File: src/rtl/add_sched_pkg.sv
// Shared definitions for the shared-adder scheduler.
// - state_t : scheduler FSM states
// - DEF_*   : default parameter values
// - id_w()  : index width for a count of n items (never below 1 bit)
package add_sched_pkg;

    typedef enum logic [1:0] {
        IDLE = 2'd0,
        BUSY = 2'd1,
        RESP = 2'd2
    } state_t;

    localparam int DEF_NREQ  = 32'sd4;
    localparam int DEF_WIDTH = 32'sd4;
    localparam int DEF_LAT   = 32'sd2;

    function automatic int id_w(input int n);
        return (n > 32'sd1) ? $clog2(n) : 32'sd1;
    endfunction

endpackage

File: src/rtl/add_unit.sv
// Pipelined WIDTH-bit adder with LAT register stages.
// Ports:
// - clk, rst : clock, asynchronous active-high reset
// - a, b     : operands (sampled every cycle)
// - res      : {carry,sum} of the operands presented LAT cycles earlier
module add_unit
    import add_sched_pkg::*;
#(
    parameter int WIDTH = DEF_WIDTH,
    parameter int LAT   = DEF_LAT
) (
    input  logic             clk,
    input  logic             rst,
    input  logic [WIDTH-1:0] a,
    input  logic [WIDTH-1:0] b,
    output logic [WIDTH:0]   res
);

    logic [WIDTH:0] pipe_r [LAT];

    // Stage 0 holds the zero-extended sum; later stages shift it toward the output
    always_ff @(posedge clk or posedge rst) begin
        if (rst) begin
            for (int i = 0; i < LAT; i++) begin
                pipe_r[i] <= '0;
            end
        end else begin
            pipe_r[0] <= {1'b0, a} + {1'b0, b};
            for (int i = 1; i < LAT; i++) begin
                pipe_r[i] <= pipe_r[i-1];
            end
        end
    end

    assign res = pipe_r[LAT-1];

endmodule

File: src/rtl/add_share_sched.sv
// Round-robin scheduler sharing one pipelined adder among NREQ requesters.
// Ports:
// - clk, rst            : clock, asynchronous active-high reset
// - req_valid/a/b       : per-requester operand pairs, requester i at [i*WIDTH +: WIDTH]
// - req_ready           : one-hot accept pulse, only ever high in IDLE
// - rsp_valid/rsp_ready : response handshake
// - rsp_sum/carry/id    : result and index of the requester served, held until accepted
// - busy                : high whenever the scheduler is not IDLE
module add_share_sched
    import add_sched_pkg::*;
#(
    parameter int NREQ  = DEF_NREQ,
    parameter int WIDTH = DEF_WIDTH,
    parameter int LAT   = DEF_LAT
) (
    input  logic                    clk,
    input  logic                    rst,
    input  logic [NREQ-1:0]         req_valid,
    input  logic [NREQ*WIDTH-1:0]   req_a,
    input  logic [NREQ*WIDTH-1:0]   req_b,
    output logic [NREQ-1:0]         req_ready,
    output logic                    rsp_valid,
    input  logic                    rsp_ready,
    output logic [WIDTH-1:0]        rsp_sum,
    output logic                    rsp_carry,
    output logic [id_w(NREQ)-1:0]   rsp_id,
    output logic                    busy
);

    localparam int ID_W  = id_w(NREQ);
    localparam int CNT_W = id_w(LAT);

    state_t            state_r;
    state_t            state_nxt_s;
    logic [ID_W-1:0]   ptr_r;
    logic [ID_W-1:0]   id_r;
    logic [WIDTH-1:0]  a_r;
    logic [WIDTH-1:0]  b_r;
    logic [CNT_W-1:0]  cnt_r;
    logic              rsp_valid_r;
    logic [ID_W-1:0]   scan_s [NREQ];
    logic [ID_W-1:0]   win_s;
    logic              any_s;
    logic [WIDTH:0]    res_s;

    // Candidate indices in priority order: ptr, ptr+1, ... wrapping at NREQ
    always_comb begin
        for (int k = 0; k < NREQ; k++) begin
            scan_s[k] = ID_W'((int'(ptr_r) + k) % NREQ);
        end
    end

    // Walk from lowest priority to highest so the first valid candidate is the one kept
    always_comb begin
        win_s = '0;
        any_s = 1'b0;
        for (int k = NREQ - 1; k >= 0; k--) begin
            win_s = req_valid[scan_s[k]] ? scan_s[k] : win_s;
            any_s = any_s | req_valid[scan_s[k]];
        end
    end

    // Next-state logic and the combinational accept pulse
    always_comb begin
        state_nxt_s = state_r;
        req_ready   = '0;
        case (state_r)
            IDLE: begin
                if (any_s) begin
                    state_nxt_s      = BUSY;
                    req_ready[win_s] = 1'b1;
                end else begin
                    state_nxt_s = IDLE;
                end
            end
            BUSY: begin
                if (cnt_r == CNT_W'(LAT - 1)) begin
                    state_nxt_s = RESP;
                end else begin
                    state_nxt_s = BUSY;
                end
            end
            RESP: begin
                if (rsp_valid_r && rsp_ready) begin
                    state_nxt_s = IDLE;
                end else begin
                    state_nxt_s = RESP;
                end
            end
            default: state_nxt_s = IDLE;
        endcase
    end

    // State, pointer, captured operands, latency counter and registered response valid
    always_ff @(posedge clk or posedge rst) begin
        if (rst) begin
            state_r     <= IDLE;
            ptr_r       <= '0;
            id_r        <= '0;
            a_r         <= '0;
            b_r         <= '0;
            cnt_r       <= '0;
            rsp_valid_r <= 1'b0;
        end else begin
            state_r <= state_nxt_s;
            if ((state_r == IDLE) && any_s) begin
                a_r   <= req_a[int'(win_s)*WIDTH +: WIDTH];
                b_r   <= req_b[int'(win_s)*WIDTH +: WIDTH];
                id_r  <= win_s;
                ptr_r <= (win_s == ID_W'(NREQ - 1)) ? '0 : win_s + ID_W'(1);
            end
            // Counter runs only in BUSY and wraps to zero as BUSY is left
            if (state_r == BUSY) begin
                cnt_r <= (cnt_r == CNT_W'(LAT - 1)) ? '0 : cnt_r + CNT_W'(1);
            end
            rsp_valid_r <= (state_nxt_s == RESP);
        end
    end

    // Operands stay constant from capture until the next grant, so the adder output
    // is already settled on entry to RESP and holds for the whole backpressure window.
    add_unit #(
        .WIDTH (WIDTH),
        .LAT   (LAT)
    ) u_add (
        .clk (clk),
        .rst (rst),
        .a   (a_r),
        .b   (b_r),
        .res (res_s)
    );

    assign rsp_valid = rsp_valid_r;
    assign rsp_sum   = res_s[WIDTH-1:0];
    assign rsp_carry = res_s[WIDTH];
    assign rsp_id    = id_r;
    assign busy      = (state_r != IDLE);

endmodule
File: config.mk
export PLATFORM = sky130hd
export DESIGN_NAME = add_share_sched
export DESIGN_NICKNAME = d
export VERILOG_FILES = /design/src/rtl/add_sched_pkg.sv /design/src/rtl/add_unit.sv /design/src/rtl/add_share_sched.sv
export SDC_FILE = /design/constraint.sdc
export NUM_CORES = 1
export LEC_CHECK = 0
export BUFFER_PORTS_ARGS = -buffer_cell sky130_fd_sc_hd__buf_2
export CAP_MARGIN = 5
export CORE_ASPECT_RATIO = 1.1
export CORE_MARGIN = 2
export CORE_UTILIZATION = 50
export DETAILED_ROUTE_END_ITERATION = 16
export PLACE_DENSITY = 0.81
export REMOVE_ABC_BUFFERS = 1
export SLEW_MARGIN = 0
export SYNTH_ARGS = -nofsm -noshare
export SYNTH_HDL_FRONTEND = slang
export SYNTH_SLANG_ARGS = --single-unit
File: constraint.sdc
create_clock -name clk -period 2.4 [get_ports clk]
set_input_delay 0.36 -clock clk [delete_from_list [all_inputs] [get_ports clk]]
set_output_delay 0.36 -clock clk [all_outputs]
set_load 0.1 [all_outputs]
# After elaboration in Yosys (flattened, before gate mapping)
# Index checks and enable logic that the tools add are counted.
op_classes:
  n_reduce_logical: 5
  addsub: 6
  bitwise_logic: 3
  mux: 22
  n_eq_ne: 4
  n_shift: 2
  n_lt_le_gt_ge: 6
ops:
  columns: ["cell", "n"]
  rows:
  - ["16-bit by 5-bit indexed part select with 4-bit output", 2]
  - ["2-bit by 3-bit less-than comparator with 1-bit output, second input constant", 5]
  - ["2-bit two-way mux", 7]
  - ["1-bit binary-select mux with 2-bit select", 4]
  - ["4-bit two-way mux", 2]
  - ["1-bit two-way mux", 7]
  - ["2-bit equality test, second input constant", 3]
  - ["2-bit case mux with 3 select lines", 1]
  - ["4-bit by 4-bit adder with 5-bit output", 1]
  - ["2-bit by 1-bit adder with 2-bit output, second input constant", 2]
  - ["2-bit adder, second input constant", 2]
  - ["1-bit logical AND", 3]
  - ["1-bit OR", 3]
  - ["1-bit demux with 2-bit select", 1]
  - ["2-bit by 1-bit equality test with 1-bit output, second input constant", 1]
  - ["2-bit by 1-bit greater-or-equal comparator with 1-bit output, second input constant", 1]
  - ["2-bit zero test", 1]
  - ["2-bit nonzero test", 1]
  - ["1-bit adder, second input constant", 1]
totals:
  wordCells: 57
  register_bits: 26
  out_inout_bits: 13

# Longest topological paths before layout
logic_depth:
  ltp_word: 13
  ltp_mapped: 8

# Modules after synthesis
# From an unflattened synthesis, not the netlist that was laid out.
hier_totals:
  hier_cells: 137
  hier_area_um2: 1442.6
by_module_without_submodules:
  columns: ["mod", "cells_each", "seq_area_each_um2", "area_each_um2", "n_inst"]
  rows:
  - ["add_share_sched", 105, 400.4, 1014.7, 1]
  - ["add_unit", 32, 250.2, 427.9, 1]

# Least setup slack after synthesis
# No wires, ideal clock.
synth_timing:
  path_type: "reg-to-output"
  from: "register ptr_r[0]"
  to: "output req_ready[0]"
  setup_slack_ns: -0.996
  stages_incl_launch_ff: 7
  required_time_ns: 2.040
  n_path_buf: 1
  arrival_time_ns: 3.036
  path_cell_list: "dfrtp_1 > nand2b_1 > a21oi_1 > a211o_1 > buf_6 > inv_2 > nor3_1"
synth_via:
  elab_chain_cells: 13
synth_rtl:
  columns: ["element", "line", "text"]
  rows:
  - ["start: declaration", "add_share_sched.sv:35", "logic [ID_W-1:0] ptr_r;"]
  - ["start signal: assignment", "add_share_sched.sv:110", "ptr_r <= (win_s == ID_W'(NREQ - 1)) ? '0 : win_s + ID_W'(1);"]
  - ["2-bit adder", "add_share_sched.sv:49", "scan_s[k] = ID_W'((int'(ptr_r) + k) % NREQ);"]
  - ["1-bit binary-select mux with 2-bit select", "add_share_sched.sv:58, add_share_sched.sv:59", null]
  - ["1-bit two-way mux (not written as such)", "add_share_sched.sv:58, add_share_sched.sv:59", null]
  - ["2-bit two-way mux (4 in a row)", "add_share_sched.sv:58", "win_s = req_valid[scan_s[k]] ? scan_s[k] : win_s;"]
  - ["2-bit by 3-bit less-than comparator with 1-bit output (not written as such) or 2-bit by 1-bit greater-or-equal comparator with 1-bit output (tied branches)", "add_share_sched.sv:71", "req_ready[win_s] = 1'b1;"]
  - ["1-bit logical AND (not written as such)", "add_share_sched.sv:71", null]
  - ["1-bit two-way mux (not written as such)", "add_share_sched.sv:71", null]
  - ["1-bit demux with 2-bit select", "add_share_sched.sv:71", null]
  - ["4-bit two-way mux *", "add_share_sched.sv:69", "if (any_s) begin"]
  - ["4-bit two-way mux *", "add_share_sched.sv:67", "case (state_r)"]
  - ["end: declaration", "add_share_sched.sv:21", "output logic [NREQ-1:0] req_ready,"]
# Every way passes the cells marked *; elsewhere a longest branch is shown, timed or not. The select of a mux whose other input is x is not followed.

# Worst setup path after layout
layout_timing:
  from: "register ptr_r[0]"
  to: "output req_ready[3]"
# The elaborated chain is that of the path after synthesis.

==> summary.md <==
The run finished with clean final reports. The synthesized area divided by synthesized cell count was 10.9 µm². The launching element type of the critical path is a register.

The clock latency reported for the late side of the worst-skew pair is 0.32 ns. The H-tree depth is 1. The detailed placer's ending HPWL is 2120 µm.

For the max-slew violation count, the log shows 0. Number of flip-flops and latches in the synthesized netlist: 26. For the count of endpoints failing hold in the final timing report, the log shows 0.

The worst path uses 95.5% of the clock period. The final worst slack is 0.109 ns, and the global-route wire length before repair is 4520 µm. The run gives 0 as the overflow left after global routing.

Across the VDD grid, the largest voltage drop is 1.16 mV. For the worst setup path, the data required time is 2.04 ns. The overall via count from detail_route came out at 1078.

The transition time at the pin with the least slew margin is 0.943 ns. The via count of the first global-routing pass is 1071, and the final worst clock skew is 0.00294 ns. The relative slew slack was 37.1%; the die boundary width was 53.9 µm.

Using the TritonRoute via totals, the vias-per-cell ratio works out to 5.23. After synthesis, the share of flip-flops with an asynchronous set or reset is 100%. The proportion of layout cells with a drive suffix above 1 works out to 36.6%. Before CTS, the worst setup slack after placement is 0.305 ns.

Counting instances in the post-synthesis netlist gives the leading cell types as 26 x dfrtp_1, 18 x nand2_1, 16 x mux2i_1. The tools report the sort of element at the end of the critical path as an output pin. Root buffer cell: clkbuf_4. The largest area contributor in the synthesized netlist was dfrtp_1. The worst setup path is of the register to output pin kind.

The type of the tightest min-delay check is input port to asynchronous set/reset pin. Entering global routing, the biggest net connects 27 pins. The area growth from synthesis to layout is 25.0%.

Synthesis produced 126 cells. The share of synthesized area in the top cell type comes to 47.5%. Clock-pin slew was measured on the worst setup and hold paths at 0.13 ns. Buffers inserted to repair hold after CTS numbered 0.

Once detail routing completed, the nets flagged for antenna violations numbered 0. Starting DRC count in detailed routing: 17. For the area of the die, the log shows 3170 µm². The repair_antennas step left the layout with diodes totalling 0. The standby leakage power is 0.923 nW, and the setup total negative slack is 0 ns. Yosys mapped the design onto 25 distinct sky130hd cell types. Setup repair after global routing left no endpoint under its margin.

Once placement finished, the instance area stood at 1670 µm². Cell area after layout: 1710 µm². The die height is 58.9 µm.

The maximum fanout along the worst path came out at 6. The clock period minus final worst setup slack was 2.29 ns; the total I/O pin count was 52. Setup violations remaining at the end of the flow were counted as 0.

The number of buffers between clock root and the deepest sink was 2. For this configuration, the core starts out at a cell density of 53.8%. TritonCTS built the clock tree. The number of enable-type register cells in the synthesized netlist works out to 0.

Counting every sink on the clock net gives 26. The final layout contains 221 nets. The most common cell in the synthesized netlist is dfrtp_1. The post-detailed-route DRC marker count came out at 0. After detailed routing, the total wire length is 2650 µm. Before antenna repair, the detailed router went through 5 iterations. After synthesis, the cell types taking the most area are dfrtp_1 48%, mux2i_1 12%, o221ai_1 5.1%, nand2_1 4.9%, ha_1 4.6%. For this run, the leading register cell type out of synthesis is dfrtp_1. The run gives 0 as the Yosys warning count. Including well taps, the total number of placed cells is 202. The run gives 1.93 ns as the data arrival time of the critical path. In this run the standard cell core region covers 2540 µm². Timing would allow up to 436 MHz. The number of max-cap violations is 0. Once layout is complete, the cells apart from fillers number 206. The run gives 47.5% as the proportion of synthesized chip area in sequential cells. Cells fill 67.3% of the core in the end. The tools report the reg2reg setup slack as 0.65 ns. The initial antenna violation count is 0.

Buffers inserted during clock tree synthesis total 3. The power per cell area works out to 1550 nW/µm². Global routing consumed, over all layers together, 19.5% of the routing resources. In this run the core area contains 19 standard-cell rows. Summing every instance area after synthesis gives 1370 µm². The count of buffers inserted at the top-level ports is 51, and the average detailed-routed wire length per instance is 12.9 µm. Routability-driven placement finished with a final weighted congestion of 0.764.
[sequential cells by signal, indices dropped and copies added (netlist names)]
signal	flops
rsp_valid	1
u_add.res	5
state_r	2
a_r	4
u_add.pipe_r	5
ptr_r	2
cnt_r	1
rsp_id	2
b_r	4
[worst max-delay path: stages, from the launching register on]
cell and delay [ns]:
dfrtp_1 0.42, nor2b_4 0.06, a21o_1 0.16, a211o_2 0.40, inv_2 0.08, ha_1 0.12, and3_1 0.18, buf_12 0.18
[cell families after synthesis]
family	count (synthesis)	synth area share (%)
multiplexers	16	11.7
buffers and inverters	17	7.40
flip-flops	26	47.5
AND/OR/NAND/NOR	35	12.7
XOR/XNOR	3	1.92
adder cells (fa/ha/maj)	6	6.03
AO/OA/AOI/OAI	23	12.7
[cells in the final DEF, fill, tap and decap left out, types with 3 or more instances in the layout]
master | netlist | layout
a21oi_1 | 7 | 6
clkbuf_4 | 0 | 3
nand2_1 | 18 | 18
a21o_1 | 3 | 3
o21ai_0 | 3 | 3
ha_1 | 5 | 5
inv_1 | 7 | 7
mux2i_1 | 16 | 16
nand2b_1 | 4 | 4
buf_2 | 0 | 47
xnor2_1 | 3 | 3
o221ai_1 | 8 | 8
nor2_1 | 6 | 6
buf_12 | 0 | 4
dfrtp_1 | 26 | 26
[final timing paths]
kind | to | depth (start not counted) | startpoint
worst max-delay path | req_ready[3] | 7 | ptr_r[0]
worst min-delay path | rsp_id[1] | 2 | rst
worst max register to register | b_r[2] | 6 | ptr_r[0]
worst min register to register | u_add.res[2] | 0 | u_add.pipe_r[7]
max in group asynchronous | a_r[3] | 2 | rst
min in group clk | rsp_valid | 4 | rsp_ready
[timing repair]
item / CTS / global route
gates resized for setup: 0 / 2
setup buffers: 0 / 0
hold endpoints to repair: 0 / 0
endpoints found under the setup margin: 0 / 2
[routing by layer]
metal  global-route usage, %  wire length (µm)  vias up
met1                    24.2              1110      505
met4                    5.49                23        0
met2                    34.7              1360       38
li1                        -                 -      531
met3                    2.54               164        4
met5                       0                 0        -
[metrics by stage]
stage                     power, W  hold WS [ns]
after global routing       0.00282         0.301
after CTS                  0.00266         0.257
after floorplan            0.00207         0.331
final                      0.00265         0.228
after global placement     0.00238         0.333
after detailed placement   0.00244         0.339
[cell type report]
type                            count  area, µm²
Multi-Input combinational cell     83        622
Fill cell                         208        832
Clock buffer                        4       36.3
Tap cell                           31       38.8
Inverter                            9       33.8
Sequential cell                    26        651
Timing Repair Buffer               53        330
[where the power goes]
group	internal, W	leakage (nW)	switching, W
clock	0.0000928	0.0210	0.000126
sequential	0.000658	0.316	0.000116
combinational	0.000508	0.587	0.00115
Power figures use the tool's default switching activity.
